[src/rtl/ttt_pkg.sv]
// Shared definitions for the tic-tac-toe core and its automatic player.
// Latency: n/a (constants and types only).
// Backpressure: n/a.
package ttt_pkg;

    // Player codes
    localparam logic [1:0] A    = 2'b01;
    localparam logic [1:0] B    = 2'b10;

    // Game status codes
    localparam logic [1:0] PLAY = 2'b00;
    localparam logic [1:0] Awin = 2'b01;
    localparam logic [1:0] Bwin = 2'b10;
    localparam logic [1:0] DRAW = 2'b11;

    // The eight winning lines as cell masks (bit i = cell i, row-major)
    localparam logic [7:0][8:0] LINES = {
        9'b001010100,   // diag {2,4,6}
        9'b100010001,   // diag {0,4,8}
        9'b100100100,   // col  {2,5,8}
        9'b010010010,   // col  {1,4,7}
        9'b001001001,   // col  {0,3,6}
        9'b111000000,   // row  {6,7,8}
        9'b000111000,   // row  {3,4,5}
        9'b000000111    // row  {0,1,2}
    };

    // Fallback preference: centre, corners, edges. Entry 0 is tried first.
    localparam logic [8:0][3:0] PREF_ORDER = {
        4'd7, 4'd5, 4'd3, 4'd1, 4'd8, 4'd6, 4'd2, 4'd0, 4'd4
    };

    // Bot FSM encoding
    localparam logic [2:0] ST_IDLE       = 3'd0;
    localparam logic [2:0] ST_SCAN_WIN   = 3'd1;
    localparam logic [2:0] ST_SCAN_BLOCK = 3'd2;
    localparam logic [2:0] ST_PICK       = 3'd3;
    localparam logic [2:0] ST_PULSE      = 3'd4;
    localparam logic [2:0] ST_WAIT_REL   = 3'd5;

endpackage

[src/rtl/ttt_line_check.sv]
// Flags whether placing at free cell k would complete a line already two-thirds held in v.
// Latency: combinational.
// Backpressure: none.
module ttt_line_check
    import ttt_pkg::*;
(
    input  logic [8:0] v,
    input  logic [8:0] free,
    input  logic [3:0] k,
    output logic       completes
);

    logic [8:0] k_mask;
    logic [8:0] others;

    // Any line through k whose remaining two cells are both in v; k itself must be free
    always_comb begin
        completes = 1'b0;
        k_mask    = '0;
        others    = '0;
        if (k <= 4'd8) begin
            k_mask = 9'd1 << k;
        end
        for (int l = 0; l < 8; l++) begin
            others = LINES[l] & ~k_mask;
            if (((LINES[l] & k_mask) != 9'd0) && ((v & others) == others)) begin
                completes = 1'b1;
            end
        end
        if ((free & k_mask) == 9'd0) begin
            completes = 1'b0;
        end
    end

endmodule

[src/rtl/tic_tac_toe_bot.sv]
// Automatic player: scans for a win, then a block, then a preferred free cell, and confirms with ok_btn.
// Latency: ok_btn rises k+2 cycles after go (win at k), k+11 (block at k), or 20 (preference pick).
// Backpressure: one move per go assertion; go must drop before another move is considered.
module tic_tac_toe_bot
    import ttt_pkg::*;
#(
    parameter logic [1:0] SIDE         = B,
    parameter int         OK_PULSE_LEN = 1
) (
    input  logic       clk,
    input  logic       reset,
    input  logic [8:0] A_state,
    input  logic [8:0] B_state,
    input  logic [1:0] status,
    input  logic       go,
    input  logic       new_game,
    output logic [8:0] move_vec,
    output logic       ok_btn,
    output logic [3:0] move_cell,
    output logic       busy,
    output logic       err
);

    localparam logic [3:0] PULSE_LEN = 4'(OK_PULSE_LEN);

    logic [2:0] state_q, state_d;
    logic [3:0] cnt_q, cnt_d;
    logic [8:0] move_vec_q, move_vec_d;
    logic [3:0] move_cell_q, move_cell_d;
    logic       ok_btn_q, ok_btn_d;

    logic [8:0] own, opp, free;
    logic       own_hit, opp_hit;
    logic [3:0] pick_cell;
    logic       commit_en;
    logic [3:0] commit_cell;
    logic       deciding;
    logic       abort;

    assign own   = (SIDE == A) ? A_state : B_state;
    assign opp   = (SIDE == A) ? B_state : A_state;
    assign free  = ~(A_state | B_state);
    assign err   = |(A_state & B_state);
    assign abort = (status != PLAY) || err;

    ttt_line_check u_own_check (.v(own), .free(free), .k(cnt_q), .completes(own_hit));
    ttt_line_check u_opp_check (.v(opp), .free(free), .k(cnt_q), .completes(opp_hit));

    // Preference encoder; later loop iterations are higher priority
    always_comb begin
        pick_cell = 4'hF;
        for (int i = 8; i >= 0; i--) begin
            if (free[PREF_ORDER[i]]) begin
                pick_cell = PREF_ORDER[i];
            end
        end
    end

    // Next-state logic: scan, commit, pulse, then wait for go to drop
    always_comb begin
        state_d     = state_q;
        cnt_d       = cnt_q;
        move_vec_d  = move_vec_q;
        move_cell_d = move_cell_q;
        ok_btn_d    = ok_btn_q;
        commit_en   = 1'b0;
        commit_cell = cnt_q;
        deciding    = (state_q == ST_SCAN_WIN) || (state_q == ST_SCAN_BLOCK) || (state_q == ST_PICK);

        case (state_q)
            ST_IDLE: begin
                ok_btn_d = 1'b0;
                // Core cleared the board without new_game: forget our stale moves
                if ((own == 9'd0) && (move_vec_q != 9'd0)) begin
                    move_vec_d = '0;
                end
                if (go && (status == PLAY) && (free != 9'd0) && !err) begin
                    state_d = ST_SCAN_WIN;
                    cnt_d   = 4'd0;
                end
            end
            ST_SCAN_WIN, ST_SCAN_BLOCK: begin
                if (abort) begin
                    state_d = ST_IDLE;
                end else if ((state_q == ST_SCAN_WIN) ? own_hit : opp_hit) begin
                    commit_en = 1'b1;
                end else if (cnt_q == 4'd8) begin
                    state_d = (state_q == ST_SCAN_WIN) ? ST_SCAN_BLOCK : ST_PICK;
                    cnt_d   = 4'd0;
                end else begin
                    cnt_d = cnt_q + 4'd1;
                end
            end
            ST_PICK: begin
                if (abort || (free == 9'd0)) begin
                    state_d = ST_IDLE;
                end else begin
                    commit_en   = 1'b1;
                    commit_cell = pick_cell;
                end
            end
            ST_PULSE: begin
                // cnt counts cycles ok_btn has already been high, including this one
                if (cnt_q >= PULSE_LEN) begin
                    ok_btn_d = 1'b0;
                    state_d  = ST_WAIT_REL;
                end else begin
                    cnt_d = cnt_q + 4'd1;
                end
            end
            ST_WAIT_REL: begin
                if (!go) begin
                    state_d = ST_IDLE;
                end
            end
            default: begin
                state_d  = ST_IDLE;
                ok_btn_d = 1'b0;
            end
        endcase

        if (commit_en) begin
            move_vec_d  = move_vec_q | (9'd1 << commit_cell);
            move_cell_d = commit_cell;
            ok_btn_d    = 1'b1;
            cnt_d       = 4'd1;
            state_d     = ST_PULSE;
        end

        // new_game overrides a same-cycle commit but lets a running pulse finish
        if (new_game) begin
            move_vec_d  = '0;
            move_cell_d = 4'hF;
            if (deciding) begin
                state_d  = ST_IDLE;
                ok_btn_d = 1'b0;
                cnt_d    = 4'd0;
            end
        end
    end

    // State registers with asynchronous reset
    always_ff @(posedge clk or posedge reset) begin
        if (reset) begin
            state_q     <= ST_IDLE;
            cnt_q       <= 4'd0;
            move_vec_q  <= '0;
            move_cell_q <= 4'hF;
            ok_btn_q    <= 1'b0;
        end else begin
            state_q     <= state_d;
            cnt_q       <= cnt_d;
            move_vec_q  <= move_vec_d;
            move_cell_q <= move_cell_d;
            ok_btn_q    <= ok_btn_d;
        end
    end

    assign move_vec  = move_vec_q;
    assign move_cell = move_cell_q;
    assign ok_btn    = ok_btn_q;
    assign busy      = (state_q != ST_IDLE);

endmodule

[config.mk]
export PLATFORM = sky130hd
export DESIGN_NAME = tic_tac_toe_bot
export DESIGN_NICKNAME = d
export VERILOG_FILES = /design/src/rtl/ttt_pkg.sv /design/src/rtl/ttt_line_check.sv /design/src/rtl/tic_tac_toe_bot.sv
export SDC_FILE = /design/constraint.sdc
export NUM_CORES = 1
export LEC_CHECK = 0
export BUFFER_PORTS_ARGS = -buffer_cell sky130_fd_sc_hd__buf_2
export CAP_MARGIN = 10
export CORE_MARGIN = 10
export CORE_UTILIZATION = 43
export DETAILED_ROUTE_END_ITERATION = 6
export HOLD_SLACK_MARGIN = 0.06
export PLACE_DENSITY_LB_ADDON = 0.3
export SYNTH_ARGS = -nofsm -noshare
export SYNTH_HDL_FRONTEND = slang
export SYNTH_HIERARCHICAL = 1
export SYNTH_SLANG_ARGS = --single-unit
[constraint.sdc]
create_clock -name clk -period 4 [get_ports clk]
set_input_delay 0.6 -clock clk [delete_from_list [all_inputs] [get_ports clk]]
set_output_delay 0.6 -clock clk [all_outputs]
set_load 0.01 [all_outputs]
Yosys cells after proc, flatten, opt, wreduce, memory -nomap -nowiden
Cells that the tools add are included.
{ "word_totals": {"in_bits": 24, "out_inout_bits": 16, "reg_bits": 21, "elab_cells": 170} }
{ "classes": {"n_eq_ne": 22, "reduce_logical": 49, "bitwise_logic": 22, "shift": 2, "muxes": 67, "addsub": 1, "n_lt_le_gt_ge": 2} }
{ "op_table": {"columns": ["cell", "count"], "rows": [
  ["9-bit nonzero test", 10],
  ["4-bit two-way mux", 21],
  ["9-bit AND", 8],
  ["9-bit equality test", 6],
  ["9-bit two-way mux", 5],
  ["9-bit by 7-bit AND with 9-bit output", 4],
  ["9-bit by 7-bit equality test with 1-bit output", 4],
  ["3-bit two-way mux", 10],
  ["9-bit logical NOT", 3],
  ["1-bit two-way mux", 27],
  ["1-bit logical AND", 20],
  ["9-bit by 3-bit AND with 9-bit output", 2],
  ["9-bit by 6-bit AND with 9-bit output", 2],
  ["9-bit by 8-bit AND with 9-bit output", 2],
  ["9-bit by 3-bit equality test with 1-bit output", 2],
  ["9-bit by 6-bit equality test with 1-bit output", 2],
  ["9-bit by 8-bit equality test with 1-bit output", 2],
  ["9-bit inverter", 2],
  ["9-bit OR", 2],
  ["1-bit by 4-bit << shifter with 9-bit output (first input constant)", 2],
  ["3-bit case mux with 5 select lines", 1],
  ["4-bit case mux with 3 select lines", 1],
  ["3-bit nonzero test", 3],
  ["9-bit OR reduction", 1],
  ["16 further kinds", 23]
]} }

Logic depth before layout (Yosys ltp)
Gate-level depths: netlist of run 1.
{ "depth": {"ltp_word": 22, "depth_mapped": 13, "ltp_nobuf": 12} }

Modules after synthesis
Netlist of run 1, hierarchy kept.
{ "modules_own_cells": {"columns": ["mod", "cells_per_inst", "instances", "area_per_inst_um2"], "rows": [
  ["tic_tac_toe_bot", 196, 1, 1654.1],
  ["ttt_line_check", 64, 2, 466.7]
]} }

Worst setup path before layout of run 1
No wires, ideal clock.
{ "synth_path": {"path_type": "register -> register", "startpoint": "register cnt_q[1]", "endpoint": "register cnt_q[2]", "period_less_slack_ns": 2.739, "setup_slack_ns": 1.261, "path_stages_with_launch": 12, "t_arrival_ns": 2.661, "path_cell_list": "dfrtp_1 -> mux2_4 -> a22oi_1 -> nor4_1 -> a311oi_1 -> a31oi_1 -> or3b_2 -> a21oi_2 -> nand2_1 -> o31ai_1 -> o211ai_1 -> a21oi_1"} }
{ "synth_between": {"elab_chain_len": 22, "elab_cells_between_ends": 95, "cone_classes": "add/sub (1); order compare (2); eq/ne (17); shift (1); mux (31); bitwise (18); reduce/logical (25)"} }
{ "synth_rtl": {"columns": ["element", "line", "rtl"], "rows": [
  ["start, declared", "tic_tac_toe_bot.sv:27", "logic [3:0] cnt_q, cnt_d;"],
  ["start signal, assigned", "tic_tac_toe_bot.sv:152", "cnt_q <= cnt_d;"],
  ["4-bit <= comparator / 1-bit by 4-bit << shifter with 9-bit output (equally long branches)", "ttt_line_check.sv:21, ttt_line_check.sv:22", null],
  ["9-bit two-way mux (*)", "ttt_line_check.sv:21", "if (k <= 4'd8) begin"],
  ["9-bit inverter", "ttt_line_check.sv:25", "others = LINES[l] & ~k_mask;"],
  ["9-bit by 3-bit AND with 9-bit output", "ttt_line_check.sv:26", "if (((LINES[l] & k_mask) != 9'd0) && ((v & others) == others)) begin"],
  ["9-bit by 3-bit equality test with 1-bit output", "ttt_line_check.sv:26", null],
  ["1-bit logical AND", "ttt_line_check.sv:26", null],
  ["1-bit two-way mux (8 in a row)", "ttt_line_check.sv:26", null],
  ["1-bit two-way mux (*)", "ttt_line_check.sv:30", "if ((free & k_mask) == 9'd0) begin"],
  ["named net own_hit", "tic_tac_toe_bot.sv:33", "logic own_hit, opp_hit;"],
  ["1-bit two-way mux (*)", "tic_tac_toe_bot.sv:85", "end else if ((state_q == ST_SCAN_WIN) ? own_hit : opp_hit) begin"],
  ["4-bit two-way mux / 1-bit two-way mux (equally long branches)", "tic_tac_toe_bot.sv:85", null],
  ["4-bit two-way mux / 1-bit two-way mux (equally long branches)", "tic_tac_toe_bot.sv:83", "if (abort) begin"],
  ["4-bit case mux with 3 select lines / 1-bit case mux with 2 select lines (equally long branches)", "tic_tac_toe_bot.sv:70", "case (state_q)"],
  ["4-bit two-way mux (*)", "tic_tac_toe_bot.sv:122", "if (commit_en) begin"],
  ["4-bit two-way mux", "tic_tac_toe_bot.sv:134", "if (deciding) begin"],
  ["4-bit two-way mux (*)", "tic_tac_toe_bot.sv:131", "if (new_game) begin"],
  ["named net cnt_d[2]", "tic_tac_toe_bot.sv:27", null]
]} }
The timed path passes the listed nets; every way through them passes the cells marked *.
A chain may end at the register's enable or synchronous reset.

Final worst setup path of run 1
{ "layout_path": {"startpoint": "register cnt_q[2]", "endpoint": "register cnt_q[0]"} }
Same word-level chain as after synthesis.

==> results of run 1 <==
routing by layer:
metal	global-route usage [%]	vias to the layer above	share of wire (%)
met5	0	-	0
met4	4.81	0	0.96
li1	-	1337	-
met1	22.7	1352	45
met3	2.28	11	8.2
met2	24.1	167	45
power by group through the flow:
| stage | Sequential, W | Clock, W | Combinational [W] |
|---|---|---|---|
| floorplan | 0.000273 | 0 | 0.000646 |
| global placement | 0.000353 | 0 | 0.000701 |
| detailed placement | 0.000357 | 0 | 0.000706 |
| CTS | 0.000353 | 0.000147 | 0.000710 |
| global route | 0.000370 | 0.000152 | 0.000799 |
| finish | 0.000357 | 0.000142 | 0.000730 |
Yosys cell counts (3+ instances only):
library cell | number | area (µm²)
o22ai_2 | 3 | 37.5
ha_1 | 3 | 37.5
nor3b_1 | 5 | 37.5
nor2_1 | 25 | 93.8
o211ai_1 | 7 | 52.6
nand3b_1 | 9 | 67.6
o21a_1 | 3 | 22.5
buf_6 | 6 | 67.6
dfstp_2 | 4 | 105
a22o_1 | 5 | 43.8
mux2i_1 | 4 | 40.0
a211oi_1 | 6 | 45.0
nor2_4 | 3 | 33.8
a311oi_1 | 4 | 35.0
and4b_2 | 4 | 45.0
inv_1 | 12 | 45.0
nand3_1 | 10 | 50.1
and3_2 | 4 | 30.0
nand2b_1 | 3 | 18.8
a21oi_1 | 22 | 110
nor3_1 | 8 | 40.0
nand2_1 | 23 | 86.3
o31ai_1 | 3 | 22.5
or2_2 | 3 | 18.8
nor4_1 | 5 | 31.3
nor2b_1 | 5 | 31.3
a211o_1 | 7 | 61.3
a22oi_1 | 9 | 67.6
buf_4 | 8 | 60.1
clkbuf_1 | 3 | 11.3
o22ai_1 | 6 | 37.5
dfrtp_1 | 17 | 425
o21ai_0 | 14 | 70.1
a32oi_1 | 3 | 26.3
a31oi_1 | 11 | 68.8
a221oi_1 | 6 | 52.6
a211oi_2 | 3 | 37.5
sequential cells by signal, indices dropped and copies added (netlist names):
name / count
cnt_q: 4
move_cell: 4
move_vec: 9
ok_btn: 1
state_q: 3
path summary, 6_finish.rpt:
check / slack, ns / from / cells after the start / endpoint
min: 0.48 / reset / 2 / state_q[2]$_DFF_PP0_
max reg2reg: 0.49 / cnt_q[2]$_DFF_PP0_ / 12 / cnt_q[0]$_DFF_PP0_
max: 0.49 / cnt_q[2]$_DFF_PP0_ / 12 / cnt_q[0]$_DFF_PP0_
min reg2reg: 0.52 / move_vec[6]$_DFFE_PP0P_ / 1 / move_vec[6]$_DFFE_PP0P_
max in group asynchronous: 3.02 / reset / 2 / move_vec[4]$_DFFE_PP0P_
min in group clk: 0.52 / move_vec[6]$_DFFE_PP0P_ / 1 / move_vec[6]$_DFFE_PP0P_
critical path, cell delays in order (launching register included):
cell,delay (ns)
dfrtp_1,0.98
buf_4,0.30
nor2_4,0.06
a32oi_1,0.21
a221oi_1,0.10
a311oi_1,0.28
a31oi_1,0.21
or3b_2,0.49
a21oi_2,0.20
nand2_1,0.11
o21ai_0,0.24
nor3b_1,0.08
nor3_1,0.14
cell families after synthesis:
logic type                 Yosys count  synth area share, %
AOI/OAI and AO/OA                  133                 38.0
xor gates and xnor gates             1                0.339
adders and majority gates            3                 1.45
buffers and inverters               32                 7.59
DFF                                 21                 20.5
muxes                                6                 2.71
and+or+nand+nor                    128                 29.4
metrics by stage:
stage | hold slack, ns | total power [W] | setup WS (ns)
after floorplan | 0.541 | 0.000919 | 1.26
after global placement | 0.503 | 0.00105 | 0.637
after detailed placement | 0.513 | 0.00106 | 0.607
after CTS | 0.513 | 0.00121 | 0.595
after global routing | 0.540 | 0.00132 | 0.201
final | 0.479 | 0.00123 | 0.493
cell type report:
cell class,count,area (µm²)
Fill cell,589,3060
Multi-Input combinational cell,271,1860
Sequential cell,21,531
Timing Repair Buffer,45,240
Tap cell,75,93.8
Inverter,14,52.6
Clock buffer,3,41.3
Clock inverter,1,5.00
cells in the final DEF (no fill, tap or decap), types with 7 or more instances in the layout:
cell      count
a31oi_1      11
nand3_1      10
buf_2        39
nand3b_1      9
o21ai_0      14
a21oi_1      22
nor3_1        8
inv_1        12
nor2_1       25
o211ai_1      7
dfrtp_1      17
nand2_1      23
a22oi_1       9
a211o_1       7
==> metrics.md, run 1 <==
| Metric | Value |
|---|---|
| Crit end category | `register` |
| Crit path kind | `register to register` |
| Initial Util | `44.0%` |
| Max-slew violation count | `0` |
| Number of global-route vias before repair | `roughly 2,600` |
| Rel. slew slack | `26.6%` |
| Die Y | `about 98 µm` |
| Largest net degree at the start of global routing | `40` |
| RSZ-0062 raised after global routing | `false` |
| Die area | `~0.0095 mm²` |
| Sequential Power Share | `roughly 29%` |
| Final instance area | `approximately 0.0028 mm²` |
| Num CTS Buffers | `3` |
| Synth Flop Type | `dfrtp_1` |
| Routed wire length | `8160 µm` |
| DP Cell Count | `between 400 and 500` |
| Clock group share of total power | `about 12%` |
| Detail Placement HPWL | `about 6000 µm` |
| Logic pwr share | `59.4%` |
| Final core occ | `between 40 and 50%` |
| Data arrival, critical path | `approximately 3.7 ns` |
| First-pass DRT Iterations | `4` |
| Total GRT Usage | `16.0%` |
| Final Hold Viols | `0` |
| Worst slew pin tran | `between 1 and 1.5 ns` |
| MaxCap Viol Count | `0` |
| Die X | `slightly below 100 µm` |
| Max Fclk | `roughly 290 MHz` |
| Routed vias/inst | `around 6.7` |
| Post-CTS sizing | `0` |
| Hold buffer count at CTS | `0` |
| GPL Wtd Cong | `roughly 0.97` |
| Remaining DRCs | `0` |
| Psw | `between 0.0006 and 0.0007 W` |
| Inserted Diodes | `0` |
| First DRT Iteration DRCs | `between 200 and 250` |
| First-pass GRT wire length | `approximately 13,000 µm` |
| Total number of vias | `roughly 2,900` |
| TritonCTS clock tree | `done` |
| Crit-path max FO | `31` |
| Finished Layout Cells | `430` |
| Worst Skew | `0.00343 ns` |
| Dpl cell area | `roughly 0.0028 mm²` |
| Nature of the critical path startpoint | `register` |
| Syn Nets | `~350` |
| H-tree depth | `1` |
| Routed Antenna Nets | `0` |
| Floorplan Core Area | `roughly 0.006 mm²` |
| Clk Latency, worst-skew pair | `~0.26 ns` |
| Clock buffer depth | `2` |
| Wire per inst | `~19 µm` |
| Layout cells sized above 1 | `26.2%` |
| Max rail drop VDD | `about 0.20 mV` |
| Final setup viols | `0` |
| Hold Path Class | `primary input to async pin` |
| Antenna violations before repair | `0` |
| Critical Path RT | `4.18 ns` |
| Synth cell types | `a little over 70` |
| Clock Sinks | `21` |
| Syn. warnings | `6` |
| Layout area overhead | `9.14%` |
| FF+latch count, synth | `21` |
| IO buf count | `39` |
| Tcrit/Tclk final | `between 80% and 90%` |
| Mapped Avg Cell Area | `about 8 µm²` |
| Total grt overflow | `0` |
| Switching Share | `50.5%` |
| Status | `complete, no violations` |
| Sequential share of the synthesized area | `approximately 21%` |
| Netlist Area Pre-Place | `roughly 0.0026 mm²` |
| Number of flops mapped to enable cells by yosys | `0` |
| Root buffer cell | `clkbuf_8` |
| Pwr Density | `between 400 and 500 mW/mm²` |
| Post-CTS setup buffer count | `0` |
| Asr flop ratio synth | `between 90% and 100%` |
| Leakage | `roughly 1.1 nW` |
| Fin crit period | `approximately 3.5 ns` |
| Number of nets in the layout | `383` |
| Synthesized instance count | `approximately 320` |
| # rows | `28` |
| # IOs | `40` |
| Cell Int Power | `between 0.0006 and 0.0007 W` |
| Clock Pin Slew Worst Setup and Hold Paths | `roughly 0.080 ns` |
| Final TNS setup | `0 ns` |
(Power assumes the default switching activity.)
==> run 2, diff against run 1 <==
- SYNTH_HIERARCHICAL: 1 -> unset
==> run 2 against run 1 <==
Power is 28% lower. Setup slack better by 0.086 ns. Sequential power is 24% lower. Clock skew is 0.0023 ns lower. Clock power hardly changed. First-iteration DRC count is 43% higher. Core utilization is 3.0 points higher. Via count is 13% lower. Critical path type is now primary input to register. Largest cell class unchanged.
==> metrics.md, run 2 <==
| Metric | Value |
|---|---|
| Asr flop ratio synth | `100% (unchanged)` |
| Largest net degree at the start of global routing | `22 (-45%)` |
| DR WL met2 | `3350 µm (-9.6%)` |
| Most frequent CP cell | `or4_1` |
| Slowest cell on crit path | `or4_1` |
| Post-CTS sizing | `0 (unchanged)` |
| Worst slew pin tran | `0.776 ns (-0.325 ns)` |
| Top cells by area, synth | `dfrtp_1 20%, nor2_1 6.1%, nand2_1 5.7%` |
| Routed wire length | `7050 µm (-14%)` |
| Synthesized instance count | `297 (-8.3%)` |
| Worst Skew | `0.00108 ns (-0.00235 ns)` |
| Wire per inst | `18.0 µm (-5.2%)` |
| Max Fclk | `292 MHz (+2.5%)` |
| Syn. warnings | `0 (-6)` |
| Clk Latency, worst-skew pair | `0.26 ns (about the same)` |
| Leading cell type by number of instances after synthesis | `nor2_1` |
| Top sig layer | `met4` |
| Final TNS setup | `0 ns (unchanged)` |
| Fin crit period | `3.42 ns (-0.0864 ns)` |
| Synth area leader | `dfrtp_1` |
| # rows | `25 (-11%)` |
| Clock buffer depth | `2 (unchanged)` |
| Detail Placement HPWL | `5350 µm (-8.8%)` |
| R2r endpoint | `move_vec[1]$_DFFE_PP0P_` |
| Leakage | `1.05 nW (-5.7%)` |
| Most frequent cells in the layout | `39 x buf_2, 35 x nor2_1, 33 x nand2_1, 21 x o21ai_0, 17 x dfrtp_1` |
| Floorplan Core Area | `0.00479 mm² (-19%)` |
| RSZ-0062 raised after global routing | `false` |
| Die X | `90.8 µm (-6.9%)` |
| Root buffer cell | `clkbuf_8` |
| Commonest non-fill, non-tap cell in the layout | `buf_2` |
| Nature of the critical path startpoint | `primary input` |
| Routed Antenna Nets | `0 (unchanged)` |
| Routed vias/inst | `6.37 (-4.4%)` |
| Clock Pin Slew Worst Setup and Hold Paths | `0.08 ns (about the same)` |
| Largest register FFs | `9 (unchanged)` |
| Pwr Density | `362 mW/mm² (-17%)` |
| Total number of vias | `2,498 (-13%)` |
| First-pass DRT Iterations | `6 (+2)` |
| Die Y | `90.8 µm (-6.9%)` |
| Initial Util | `45.1% (+1.1 points)` |
| Final core occ | `51.0% (+3.0 points)` |
| Max-slew violation count | `0 (unchanged)` |
| Tcrit/Tclk final | `85.5% (-2.2 points)` |
| Reg-to-reg startpoint | `cnt_q[0]$_DFF_PP0_` |
| Layout area overhead | `13.1%` |
| CP peak stage delay | `0.65 ns (-0.33 ns)` |
| Post-CTS setup buffer count | `0 (unchanged)` |
| Data arrival, critical path | `3.59 ns (-0.10 ns)` |
| R2R Setup Slk | `0.61 ns (+0.12 ns)` |
| First-pass GRT wire length | `11,500 µm (-14%)` |
| Synth top area share | `19.7% (+3.3 points)` |
| Worst slack, placed | `0.298 ns (-0.309 ns)` |
| GPL Wtd Cong | `0.949 (-2.1%)` |
| MaxCap Viol Count | `0 (unchanged)` |
| Cell family contributing the most delay on the critical path | `simple AND/OR/NAND/NOR gates` |
| Critical-path cell list | `buf_2 > a222oi_1 > nand2_1 > or4_1 > or4_1 > mux2_4 > or4b_1 > o41ai_2` |
| Sequential share of the synthesized area | `24.6% (+4.1 points)` |
| Number of nets in the layout | `357 (-6.8%)` |
| H-tree depth | `1 (unchanged)` |
| Final setup viols | `0 (unchanged)` |
| Hold buffer count at CTS | `0 (unchanged)` |
| Synth Flop Type | `dfrtp_1` |
| Rel. slew slack | `48.2% (+22 points)` |
| Number of flops mapped to enable cells by yosys | `0 (unchanged)` |
| Commonest cells in the netlist | `35 x nor2_1, 33 x nand2_1, 21 x o21ai_0` |
| Met3 WL post-DR | `719 µm (+7.2%)` |
| Crit path kind | `primary input to register` |
| Final worst-path setup slack | `0.579 ns (+0.0864 ns)` |
| Met1 wire length | `2850 µm (-23%)` |
| Worst Path Buf+Inv | `1 (unchanged)` |
| Inserted Diodes | `0 (unchanged)` |
| # IOs | `40 (unchanged)` |
| IO buf count | `39 (unchanged)` |
| Total GRT Usage | `16.2% (+0.17 points)` |
| Netlist Area Pre-Place | `0.00216 mm² (-17%)` |
| Synth cell types | `57 (-20%)` |
| DP Cell Count | `388 (-8.9%)` |
| Num CTS Buffers | `3 (unchanged)` |
| Mapped Avg Cell Area | `7.26 µm² (-9.1%)` |
| Filler cells | `509 (-14%)` |
| Die area | `0.00825 mm² (-13%)` |
| FF+latch count, synth | `21 (unchanged)` |
| Antenna violations before repair | `0 (unchanged)` |
| Syn Nets | `328 (-6.6%)` |
| Status | `complete, no violations` |
| Crit end category | `register` |
| FF-to-FF path depth | `10 (-2)` |
| TritonCTS clock tree | `done` |
| Total grt overflow | `0 (unchanged)` |
| Max rail drop VDD | `0.277 mV (+42%)` |
| Remaining DRCs | `0 (unchanged)` |
| Hold Path Class | `primary input to async pin` |
| First DRT Iteration DRCs | `288 (+43%)` |
| Final Hold Viols | `0 (unchanged)` |
| Number of global-route vias before repair | `2,400 (-8.5%)` |
| Clock Sinks | `21 (unchanged)` |
| Critical Path RT | `4.17 ns (about the same)` |
| Finished Layout Cells | `392 (-8.8%)` |
| Crit-path max FO | `10 (-68%)` |
| Layout cells sized above 1 | `20.3% (-5.9 points)` |
==> run 2: cell count changes in the layout (fill, tap and decap cells not counted), moves of 5 or more <==
cell	before	now
nand2_1	23	33
o21ai_0	14	21
a221oi_1	6	0
nor2_1	25	35
a21oi_1	22	16
a211oi_1	6	1
o22ai_1	6	11
nand3b_1	9	2
a211o_1	7	1
o211ai_1	7	2
==> run 2: final cells by class <==
class | instances | area, µm² | area share (%)
clock buffers | 3 | 41.3 | 1.69
clock inverters | 1 | 5.00 | 0.205
inverters | 10 | 37.5 | 1.54
multi-input cells | 245 | 1500 | 61.5
flip-flops and latches | 21 | 531 | 21.7
well taps | 67 | 83.8 | 3.44
repair buffers | 45 | 240 | 9.85
==> run 2: report_power, final <==
part | switching, W | internal, W | leakage (nW)
Combinational | 0.000283 | 0.000185 | 0.749
Clock | 0.0000736 | 0.0000695 | 0.0255
Sequential | 0.0000442 | 0.000226 | 0.273
==> run 2: cells by family after synthesis <==
logic type      count (synthesis)  synth area share (%)
flops                          21                  24.6
fa+ha+maj                       7                  4.06
buf+inv                        31                  5.80
compound gates                108                  34.4
mux                             5                  2.73
simple gates                  125                  28.4
==> run 2: per-layer routing <==
metal,track usage [%],vias up
met3,2.99,19
met5,0,-
met4,3.66,0
met1,20.8,1160
met2,27.2,150
li1,-,1169
==> run 2: per-stage QoR <==
step | total power (W) | area, µm² | hold slack, ns
2_1_floorplan | 0.000600 | 2160 | 0.515
3_3_place_gp | 0.000726 | 2390 | 0.484
3_5_place_dp | 0.000726 | 2390 | 0.499
4_1_cts | 0.000872 | 2440 | 0.498
5_1_grt | 0.000943 | 2440 | 0.524
6_report | 0.000882 | 2440 | 0.463
==> run 2: how the worst max path moves through the flow <==
stage                               to  cells past startpoint       start
2_1_floorplan  move_vec[8]$_DFFE_PP0P_                      9  B_state[4]
3_3_place_gp   move_vec[8]$_DFFE_PP0P_                      8  B_state[4]
3_5_place_dp   move_vec[8]$_DFFE_PP0P_                      8  B_state[4]
4_1_cts        move_vec[8]$_DFFE_PP0P_                      8  B_state[4]
5_1_grt        move_vec[3]$_DFFE_PP0P_                      8  B_state[4]
6_report       move_vec[8]$_DFFE_PP0P_                      8  B_state[4]
==> run 3, diff against run 2 <==
- CORE_UTILIZATION: 43 -> 30
==> run 3 against run 2 <==
Sequential share of layout area shrank 0.32 points. Fmax shrank 2.1%. First-iteration DRC count is 40% higher. Global-route usage decreased by 3.2 points. Cell count up 7.4%. Wire length increased by 7.3%. Clock skew grew 0.00089 ns. Critical path type is now register to register. Largest cell class unchanged. Largest power group unchanged. Highest routed layer unchanged.
==> metrics.md, run 3 (synthesis results as in run 2) <==
| Metric | Value |
|---|---|
| Status | `complete, no violations` |
| Root buffer cell | `clkbuf_8` |
| Crit path kind | `register to register` |
| Initial Util | `31.2% (-14 points)` |
| Number of global-route vias before repair | `2,368 (-1.3%)` |
| Pwr Density | `363 mW/mm² (+0.41%)` |
| TritonCTS clock tree | `done` |
| IO buf count | `39 (unchanged)` |
| R2r endpoint | `move_vec[1]$_DFFE_PP0P_` |
| First-pass GRT wire length | `12,200 µm (+5.7%)` |
| Post-CTS sizing | `0 (unchanged)` |
| Detail Placement HPWL | `5670 µm (+6.0%)` |
| Die area | `0.0110 mm² (+33%)` |
| Data arrival, critical path | `3.67 ns (+0.08 ns)` |
| Clock Pin Slew Worst Setup and Hold Paths | `0.08 ns (about the same)` |
| # rows | `30 (+20%)` |
| Post-CTS setup buffer count | `0 (unchanged)` |
| Wire per inst | `18.0 µm (-0.13%)` |
| Most frequent cells in the layout | `39 x buf_2, 35 x nor2_1, 33 x nand2_1, 21 x o21ai_0, 17 x dfrtp_1` |
| Hold Path Class | `primary input to async pin` |
| MaxCap Viol Count | `0 (unchanged)` |
| Dpl cell area | `0.00243 mm² (+1.5%)` |
| Num CTS Buffers | `3 (unchanged)` |
| Die Y | `105 µm (+15%)` |
| Largest register FFs | `9 (unchanged)` |
| First-pass DRT Iterations | `5 (-1)` |
| DP Cell Count | `417 (+7.5%)` |
| Critical Path RT | `4.18 ns (about the same)` |
| Filler cells | `759 (+49%)` |
| Worst slew pin tran | `0.825 ns (+0.0494 ns)` |
| Crit-path max FO | `15 (+5)` |
| Number of nets in the layout | `357 (unchanged)` |
| Die X | `105 µm (+15%)` |
| Floorplan Core Area | `0.00691 mm² (+44%)` |
| RSZ-0062 raised after global routing | `false` |
| Routed Antenna Nets | `0 (unchanged)` |
| Total GRT Usage | `13.0% (-3.2 points)` |
| Worst Skew | `0.00197 ns (+0.000888 ns)` |
| Final worst-path setup slack | `0.505 ns (-0.0736 ns)` |
| Worst slack, placed | `0.290 ns (-0.00841 ns)` |
| Clk Latency, worst-skew pair | `0.27 ns (about the same)` |
| Hold buffer count at CTS | `0 (unchanged)` |
| Final Hold Viols | `0 (unchanged)` |
| Final TNS setup | `0 ns (unchanged)` |
| H-tree depth | `1 (unchanged)` |
| Finished Layout Cells | `421 (+7.4%)` |
| # IOs | `40 (unchanged)` |
| Routed vias/inst | `6.00 (-5.9%)` |
| First DRT Iteration DRCs | `404 (+40%)` |
| Layout cells sized above 1 | `20.3% (unchanged)` |
| Leakage | `1.05 nW (about the same)` |
| Commonest non-fill, non-tap cell in the layout | `buf_2` |
| Clock Sinks | `21 (unchanged)` |
| Largest net degree at the start of global routing | `22 (unchanged)` |
| Max rail drop VDD | `0.155 mV (-44%)` |
| Inserted Diodes | `0 (unchanged)` |
| Max-slew violation count | `0 (unchanged)` |
| Routed wire length | `7570 µm (+7.3%)` |
| GPL Wtd Cong | `0.955 (+0.56%)` |
| Rel. slew slack | `44.7% (-3.5 points)` |
| Nature of the critical path startpoint | `register` |
| Tcrit/Tclk final | `87.4% (+1.8 points)` |
| Reg-to-reg startpoint | `cnt_q[1]$_DFF_PP0_` |
| FF-to-FF path depth | `10 (unchanged)` |
| Hold slack | `0.483 ns (+0.0201 ns)` |
| Total grt overflow | `0 (unchanged)` |
| Max Fclk | `286 MHz (-2.1%)` |
| R2R Setup Slk | `0.51 ns (-0.10 ns)` |
| Antenna violations before repair | `0 (unchanged)` |
| Layout area overhead | `14.8%` |
| Crit end category | `register` |
| Total number of vias | `2,525 (+1.1%)` |
| Clock buffer depth | `2 (unchanged)` |
| Final instance area | `0.00248 mm² (+1.5%)` |
| Remaining DRCs | `0 (unchanged)` |
| Fin crit period | `3.49 ns (+0.0736 ns)` |
| Final setup viols | `0 (unchanged)` |
[run 3: cell counts in the layout (fill, tap and decap cells not counted)]
No cell type changed its count.
[run 3: routing by layer]
layer	vias to the layer above	share of wire, %	wire, µm	global-route usage [%]
met5	-	0	0	0
met4	0	1.2	93	2.45
met2	137	46	3510	20.8
li1	1172	-	-	-
met1	1206	45	3390	17.5
met3	10	7.6	573	2.89
[run 3: how the worst max path moves through the flow]
stage / to / from / cells past startpoint
CTS: move_vec[8]$_DFFE_PP0P_ / B_state[4] / 8
finish: move_vec[1]$_DFFE_PP0P_ / cnt_q[1]$_DFF_PP0_ / 10
detailed placement: move_vec[8]$_DFFE_PP0P_ / B_state[4] / 8
global route: move_vec[7]$_DFFE_PP0P_ / B_state[4] / 8
floorplan: move_vec[8]$_DFFE_PP0P_ / B_state[4] / 9
global placement: move_vec[8]$_DFFE_PP0P_ / B_state[4] / 8
[run 3: critical path: stages (launching register included)]
cell and delay [ns]:
dfrtp_1 0.47, inv_1 0.16, ha_1 0.54, and3b_1 0.44, o21ai_0 0.18, a21oi_1 0.18, o32ai_1 0.10, a31o_2 0.32
o31a_1 0.31, or3_1 0.45, o31ai_1 0.26
[run 3: area by class of cell]
class                      instances  area [µm²]  area share [%]
inverter                          10        37.5            1.52
clock buffer                       3        41.3            1.67
timing repair buffer              45         240            9.70
sequential                        21         531            21.4
multi-input combinational        245        1500            60.6
clock inverter                     1        5.00           0.202
tap                               96         120            4.85
[run 3: stage by stage]
step,power (W),utilization (%)
floorplan,0.000600,-
global placement,0.000746,35.2
detailed placement,0.000740,35.2
CTS,0.000889,35.9
global route,0.000961,35.9
finish,0.000899,35.9
[run 3: power by group]
part           switching [W]  internal [W]
clock network      0.0000740     0.0000696
logic               0.000303      0.000190
registers          0.0000361      0.000226
total               0.000414      0.000486
